<file path="src/rtl/pong_pkg.sv">
// Shared types and constants for the pong game-flow referee.
package pong_pkg;

  typedef enum logic [1:0] {
    ST_IDLE  = 2'd0,
    ST_SERVE = 2'd1,
    ST_PLAY  = 2'd2,
    ST_OVER  = 2'd3
  } state_t;

  typedef logic [3:0] bcd_t;

  localparam logic [1:0] WIN_NONE = 2'b00;
  localparam logic [1:0] WIN_P1   = 2'b01;
  localparam logic [1:0] WIN_P2   = 2'b10;
  localparam logic [1:0] WIN_TIE  = 2'b11;

  localparam int DEFAULT_CLK_PER_SEC = 25_000_000;

  // Scores never go past 9 so they always fit one BCD digit.
  function automatic bcd_t bcd_inc_sat(input bcd_t d);
    bcd_t r;
    if (d >= 4'd9) begin
      r = 4'd9;
    end else begin
      r = d + 4'd1;
    end
    return r;
  endfunction

endpackage

</file>
<file path="src/rtl/bcd_countdown.sv">
// Two-digit BCD down-counter for the game clock; reloads to START and
// sticks at 00 once reached.
module bcd_countdown
  import pong_pkg::*;
#(
  parameter int START = 60
) (
  input  logic clk,
  input  logic rst,
  input  logic load,
  input  logic en,
  output bcd_t tens,
  output bcd_t units,
  output logic zero
);

  localparam bcd_t START_TENS  = bcd_t'(START / 10);
  localparam bcd_t START_UNITS = bcd_t'(START % 10);

  bcd_t tens_r;
  bcd_t units_r;
  logic zero_s;

  assign zero_s = (tens_r == 4'd0) && (units_r == 4'd0);

  always_ff @(posedge clk or negedge rst) begin
    if (!rst) begin
      tens_r  <= START_TENS;
      units_r <= START_UNITS;
    end else if (load) begin
      tens_r  <= START_TENS;
      units_r <= START_UNITS;
    end else if (en && !zero_s) begin
      if (units_r == 4'd0) begin
        units_r <= 4'd9;
        tens_r  <= tens_r - 4'd1;
      end else begin
        units_r <= units_r - 4'd1;
      end
    end else begin
      tens_r  <= tens_r;
      units_r <= units_r;
    end
  end

  assign tens  = tens_r;
  assign units = units_r;
  assign zero  = zero_s;

endmodule

</file>
<file path="src/rtl/pong_referee.sv">
// Game-flow controller: scores misses, runs the serve freeze and the
// countdown clock, and reports game over with the winner.
module pong_referee
  import pong_pkg::*;
#(
  parameter int CLK_PER_SEC  = DEFAULT_CLK_PER_SEC,
  parameter int GAME_SECONDS = 60,
  parameter int WIN_SCORE    = 5,
  parameter int SERVE_CYCLES = 25_000_000
) (
  input  logic       clk,
  input  logic       rst,
  input  logic       start,
  input  logic       miss1,
  input  logic       miss2,
  output logic       stop,
  output logic [3:0] sec1,
  output logic [3:0] sec0,
  output logic [3:0] score1,
  output logic [3:0] score2,
  output logic       game_over,
  output logic [1:0] winner
);

  localparam int PRE_W = (CLK_PER_SEC > 1) ? $clog2(CLK_PER_SEC) : 1;
  localparam int SRV_W = (SERVE_CYCLES > 1) ? $clog2(SERVE_CYCLES) : 1;
  localparam logic [PRE_W-1:0] PRE_LAST = PRE_W'(CLK_PER_SEC - 1);
  localparam logic [SRV_W-1:0] SRV_LAST = SRV_W'(SERVE_CYCLES - 1);
  localparam bcd_t WIN_BCD = bcd_t'(WIN_SCORE);

  state_t           state_r, state_s;
  logic             start_q_r, armed_r, rise_s;
  logic [PRE_W-1:0] pre_r;
  logic [SRV_W-1:0] srv_r;
  logic             tick_s, srv_done_s, expiring_s, timer_load_s;
  bcd_t             sec1_s, sec0_s;
  logic             zero_s;
  bcd_t             score1_r, score2_r, score1_s, score2_s;
  logic             stop_r, stop_s, game_over_r, game_over_s;
  logic [1:0]       winner_r, winner_s;

  // armed_r blocks a start level held through reset from counting as an edge.
  always_ff @(posedge clk or negedge rst) begin
    if (!rst) begin
      start_q_r <= 1'b0;
      armed_r   <= 1'b0;
    end else begin
      start_q_r <= start;
      armed_r   <= armed_r | ~start;
    end
  end

  assign rise_s       = start & ~start_q_r & armed_r;
  assign tick_s       = (state_r == ST_PLAY) && (pre_r == PRE_LAST);
  assign srv_done_s   = (state_r == ST_SERVE) && (srv_r == SRV_LAST);
  assign expiring_s   = zero_s || (tick_s && (sec1_s == 4'd0) && (sec0_s == 4'd1));
  assign timer_load_s = (state_r == ST_IDLE) || ((state_r == ST_OVER) && rise_s);

  bcd_countdown #(
    .START(GAME_SECONDS)
  ) u_timer (
    .clk  (clk),
    .rst  (rst),
    .load (timer_load_s),
    .en   (tick_s),
    .tens (sec1_s),
    .units(sec0_s),
    .zero (zero_s)
  );

  always_comb begin
    score1_s = score1_r;
    score2_s = score2_r;
    case (state_r)
      ST_IDLE: begin
        score1_s = 4'd0;
        score2_s = 4'd0;
      end
      ST_PLAY: begin
        if (miss1 && !miss2) begin
          score2_s = bcd_inc_sat(score2_r);
        end else if (miss2 && !miss1) begin
          score1_s = bcd_inc_sat(score1_r);
        end else begin
          score1_s = score1_r;
        end
      end
      ST_OVER: begin
        if (rise_s) begin
          score1_s = 4'd0;
          score2_s = 4'd0;
        end else begin
          score1_s = score1_r;
        end
      end
      default: begin
        score1_s = score1_r;
        score2_s = score2_r;
      end
    endcase
  end

  always_ff @(posedge clk or negedge rst) begin
    if (!rst) begin
      state_r <= ST_IDLE;
    end else begin
      state_r <= state_s;
    end
  end

  // A winning score takes priority over both timer expiry and re-serve.
  always_comb begin
    state_s = state_r;
    case (state_r)
      ST_IDLE: begin
        if (rise_s) state_s = ST_SERVE;
        else        state_s = ST_IDLE;
      end
      ST_SERVE: begin
        if (srv_done_s) state_s = ST_PLAY;
        else            state_s = ST_SERVE;
      end
      ST_PLAY: begin
        if ((score1_s == WIN_BCD) || (score2_s == WIN_BCD)) state_s = ST_OVER;
        else if (expiring_s)                               state_s = ST_OVER;
        else if (miss1 || miss2)                           state_s = ST_SERVE;
        else                                               state_s = ST_PLAY;
      end
      ST_OVER: begin
        if (rise_s) state_s = ST_SERVE;
        else        state_s = ST_OVER;
      end
      default: state_s = ST_IDLE;
    endcase
  end

  always_comb begin
    stop_s      = (state_s != ST_PLAY);
    game_over_s = (state_s == ST_OVER);
    winner_s    = WIN_NONE;
    if (state_s == ST_OVER) begin
      if (score1_s > score2_s)      winner_s = WIN_P1;
      else if (score2_s > score1_s) winner_s = WIN_P2;
      else                          winner_s = WIN_TIE;
    end else begin
      winner_s = WIN_NONE;
    end
  end

  // Both counters restart on every state entry, so game time pauses in SERVE.
  always_ff @(posedge clk or negedge rst) begin
    if (!rst) begin
      pre_r <= '0;
      srv_r <= '0;
    end else begin
      if ((state_r == ST_PLAY) && (state_s == ST_PLAY)) begin
        pre_r <= tick_s ? '0 : pre_r + PRE_W'(1);
      end else begin
        pre_r <= '0;
      end
      if ((state_r == ST_SERVE) && (state_s == ST_SERVE)) begin
        srv_r <= srv_r + SRV_W'(1);
      end else begin
        srv_r <= '0;
      end
    end
  end

  always_ff @(posedge clk or negedge rst) begin
    if (!rst) begin
      score1_r    <= 4'd0;
      score2_r    <= 4'd0;
      stop_r      <= 1'b1;
      game_over_r <= 1'b0;
      winner_r    <= WIN_NONE;
    end else begin
      score1_r    <= score1_s;
      score2_r    <= score2_s;
      stop_r      <= stop_s;
      game_over_r <= game_over_s;
      winner_r    <= winner_s;
    end
  end

  assign stop      = stop_r;
  assign sec1      = sec1_s;
  assign sec0      = sec0_s;
  assign score1    = score1_r;
  assign score2    = score2_r;
  assign game_over = game_over_r;
  assign winner    = winner_r;

endmodule

</file>
<file path="config.mk">
export PLATFORM = sky130hd
export DESIGN_NAME = pong_referee
export DESIGN_NICKNAME = d
export VERILOG_FILES = /design/src/rtl/pong_pkg.sv /design/src/rtl/bcd_countdown.sv /design/src/rtl/pong_referee.sv
export SDC_FILE = /design/constraint.sdc
export NUM_CORES = 1
export LEC_CHECK = 0
export ABC_CLOCK_PERIOD_IN_PS = 4100
export CORE_MARGIN = 8
export CORE_UTILIZATION = 50
export DETAILED_ROUTE_END_ITERATION = 10
export GPL_TIMING_DRIVEN = 0
export PLACE_DENSITY_LB_ADDON = 0.05
export RECOVER_POWER = 50
export SYNTH_ARGS = -nofsm -noshare
export SYNTH_HDL_FRONTEND = slang
export SYNTH_SLANG_ARGS = --single-unit
</file>
<file path="constraint.sdc">
create_clock -name clk -period 4.1 [get_ports clk]
set_input_delay 0.41 -clock clk [delete_from_list [all_inputs] [get_ports clk]]
set_output_delay 0.41 -clock clk [all_outputs]
set_load 0.03 [all_outputs]
</file>
==> flow_summary.toml <==
[outcome]
outcome = "finished, violations left"
violations = "capacitance limit, slew limit"

[clocking]
clkSinkCount = 74
hold_buffers = 0
cts_made_buffers = 9
ctsResizeCount = 0
cts_setup_buffers = 0
cts_buffer_depth = 2
cts_root_buffer = "clkbuf_8"
cts_tree = "built"
htreeDepth = 3
clock_latency_ps = 350
clk_pin_slew_ps = 70

[yosys]
synth_compound_area_share_pct = 7.17
synthAdderAreaFrac_pct = 4.82
synth_area_per_cell_um2 = 10.3
synth_top_family_by_area = "simple AND/OR/NAND/NOR gates"
yosys.area.top_type = "dfrtp_1"
post-synth-top-count-cell = "dfrtp_1"
synthCells = 403
synth_common_cells = "dfrtp_1 (71), nor2_1 (47), xor2_1 (34)"
synth_enable_flop_cells = 0
synth_top_flop_cell = "dfrtp_1"
synth_area_um2 = 4150
synth_seq_cells = 74
ys_types = 62
yosys_warnings = 0
synth-xor-area-share_pct = 10.1
synth-simple-area-share_pct = 28.5
netlist.area_leader.share_pct = 42.8
synthMuxAreaShare_pct = 1.24
seq_area_frac_synth_pct = 44.7
async_reset_ff_share_pct = 100
synthTopCellsByArea = "dfrtp_1 (43%), xor2_1 (7.2%), ha_1 (4.8%)"
syn_nets = 424

[routing]
drtIter0Drc = 84
drt_pre_antenna_iters = 4
wl_per_cell_um = 15.3
num_vias = 3033
ant_nets = 0
drcViolationCount = 0
routed_via_density = 5.52
wirelength_um = 8420

[placed_design]
port_buffers = 24
gp_congestion = 0.816
dp_hpwl_um = 6110
dp_cells = 533

[layout]
syn_to_final_growth_pct = 13.3
nNetsFinal = 460
num-fill-cells = 716
drive_above_1_share_pct = 13.5
num_antenna_cells = 0
finalNonFillerCells = 549

[floorplanning]
die_w_um = 107
core.rowCount = 33
core-area_um2 = 8130
start_util_pct = 51.1
io_pins = 25
die_h_um = 107
fp.dieArea_um2 = 11500

[power_and_ir_drop]
peakVddDrop_v = 0.000235
pwr-share-seq_pct = 55.4
p_sw_share_pct = 26.8
combPwrFrac_pct = 9.7
p_total_uw = 1420
p_per_area_nw_per_um2 = 301
p_sw_uw = 380
p_int_uw = 1040
clock_power_share_pct = 34.9
p_leak_uw = 0.00199

[global_route]
grt_usage_pct = 16.1
grt_pass1_wl_um = 14900
grt_max_degree = 46
first_global_vias = 3062
overflow = 0
antenna_found_initial = 0

[critical_path]
worstSetupEndpointType = "flop"
criticalPathCategory = "reg -> reg"
critical_path_required_ps = 4380
cp_data_arrival_time_ps = 3190
cp-start-kind = "flop"
crit_fanout = 10

[timing]
rsz0062_at_grt = "false"
period_needed_ps = 2910
tightest_slew_ps = 1780
fin_tns_setup_ps = 0
max_freq_ghz = 0.344
maxSlewViolCount = 30
timing.final.crit_share_pct = 70.9
setup_violations = 0
slew_headroom_pct = -18.9
finalHoldViolCount = 0
clock-skew-final_ps = 12.5

[run]
drv_cap = 1

[min_path]
hp-class = "reg -> reg"
## placed cells by master (no fill, tap or decap), types with 2 or more instances in the layout
cell	n
nor2_1	47
ha_1	16
nand2_1	23
dlygate4sd3_1	5
clkbuf_8	10
clkbuf_1	5
a21oi_1	7
a211oi_1	2
dfrtp_1	71
nor4b_2	2
nor4_1	5
nand2b_1	6
o21ai_0	5
nand3b_1	3
nor3_1	11
or4_1	2
clkdlybuf4s50_1	18
xnor2_1	14
nor3_2	20
o311a_1	2
a21o_1	2
dfstp_2	3
nor3b_1	2
clkinv_2	3
and3_1	13
nor2b_1	3
inv_1	18
a21boi_0	2
nand4_1	13
and2_1	3
nand3_1	25
or2_2	2
buf_2	5
nor4bb_1	2
xor2_1	34
buf_6	4
mux2i_1	4
and4_1	4
## logic make-up after synthesis
family | Yosys count
flip-flops | 74
buffers and inverters | 29
adder cells (fa/ha/maj) | 16
multiplexers | 5
AND/OR/NAND/NOR | 196
XOR/XNOR | 48
AO/OA/AOI/OAI | 35
## stage by stage
| stage | util (%) | worst slack (ps) | instance area (µm²) | hold slack, ps |
|---|---|---|---|---|
| global route | 57.9 | 872 | 4710 | 556 |
| CTS | 57.9 | 1310 | 4710 | 2.03 |
| detailed placement | 55.9 | 968 | 4550 | 384 |
| floorplan | - | 1520 | 4150 | 114 |
| global placement | 55.6 | -19.8 | 4520 | 495 |
| finish | 57.9 | 1190 | 4710 | 521 |
## per-layer routing
metal | up-vias | routed length, µm | global-route usage [%]
met5 | - | 0 | 0
met4 | 0 | 116 | 4.62
met3 | 11 | 384 | 4.86
met2 | 56 | 3930 | 25.3
met1 | 1475 | 3980 | 20.9
li1 | 1491 | - | -
## sequential cells by signal (all words and copies together), names as in the netlist
signal and flops:
score1 4, armed_r 1, winner 2, score2 4, state_r 2, u_timer.tens 4
pre_r 25, srv_r 25, u_timer.units 4, start_q_r 1, stop 1, game_over 1
## path summary, 6_finish.rpt
path	startpoint	end	slack, ps	cells past startpoint
min in group asynchronous	rst	pre_r[14]	530	1
max in group asynchronous	rst	game_over	2540	1
worst max-delay path	state_r[0]	winner[0]	1190	11
worst max register to register	state_r[0]	winner[0]	1190	11
worst min-delay path	srv_r[0]	srv_r[0]	520	1
worst min register to register	srv_r[0]	srv_r[0]	520	1
## power groups by stage
stage / registers, µW / logic, µW / clock network [µW]
after floorplan: 792 / 94.4 / 0
after global placement: 797 / 137 / 0
after detailed placement: 798 / 140 / 0
after CTS: 784 / 142 / 514
after global routing: 788 / 161 / 546
final: 785 / 137 / 495
## critical path, cell delays in order (launching register included)
cell and delay, ps:
dfrtp_1 330, buf_2 200, clkbuf_1 370, a22oi_1 160, o21ai_0 640, ha_1 380
nor2b_1 130, o21ai_0 160, nand2b_1 70, a21o_1 200, nand2_1 70, o311a_1 150
## final cells by class
class | instances | area [µm²] | area share [%]
Clock inverter | 3 | 15.0 | 0.319
Sequential cell | 74 | 1860 | 39.4
Tap cell | 105 | 131 | 2.79
Buffer | 11 | 77.6 | 1.65
Inverter | 18 | 67.6 | 1.44
Clock buffer | 13 | 149 | 3.16
Multi-Input combinational cell | 300 | 2150 | 45.7
Timing Repair Buffer | 25 | 262 | 5.56
Note: power is estimated with default switching activity, not from simulation.
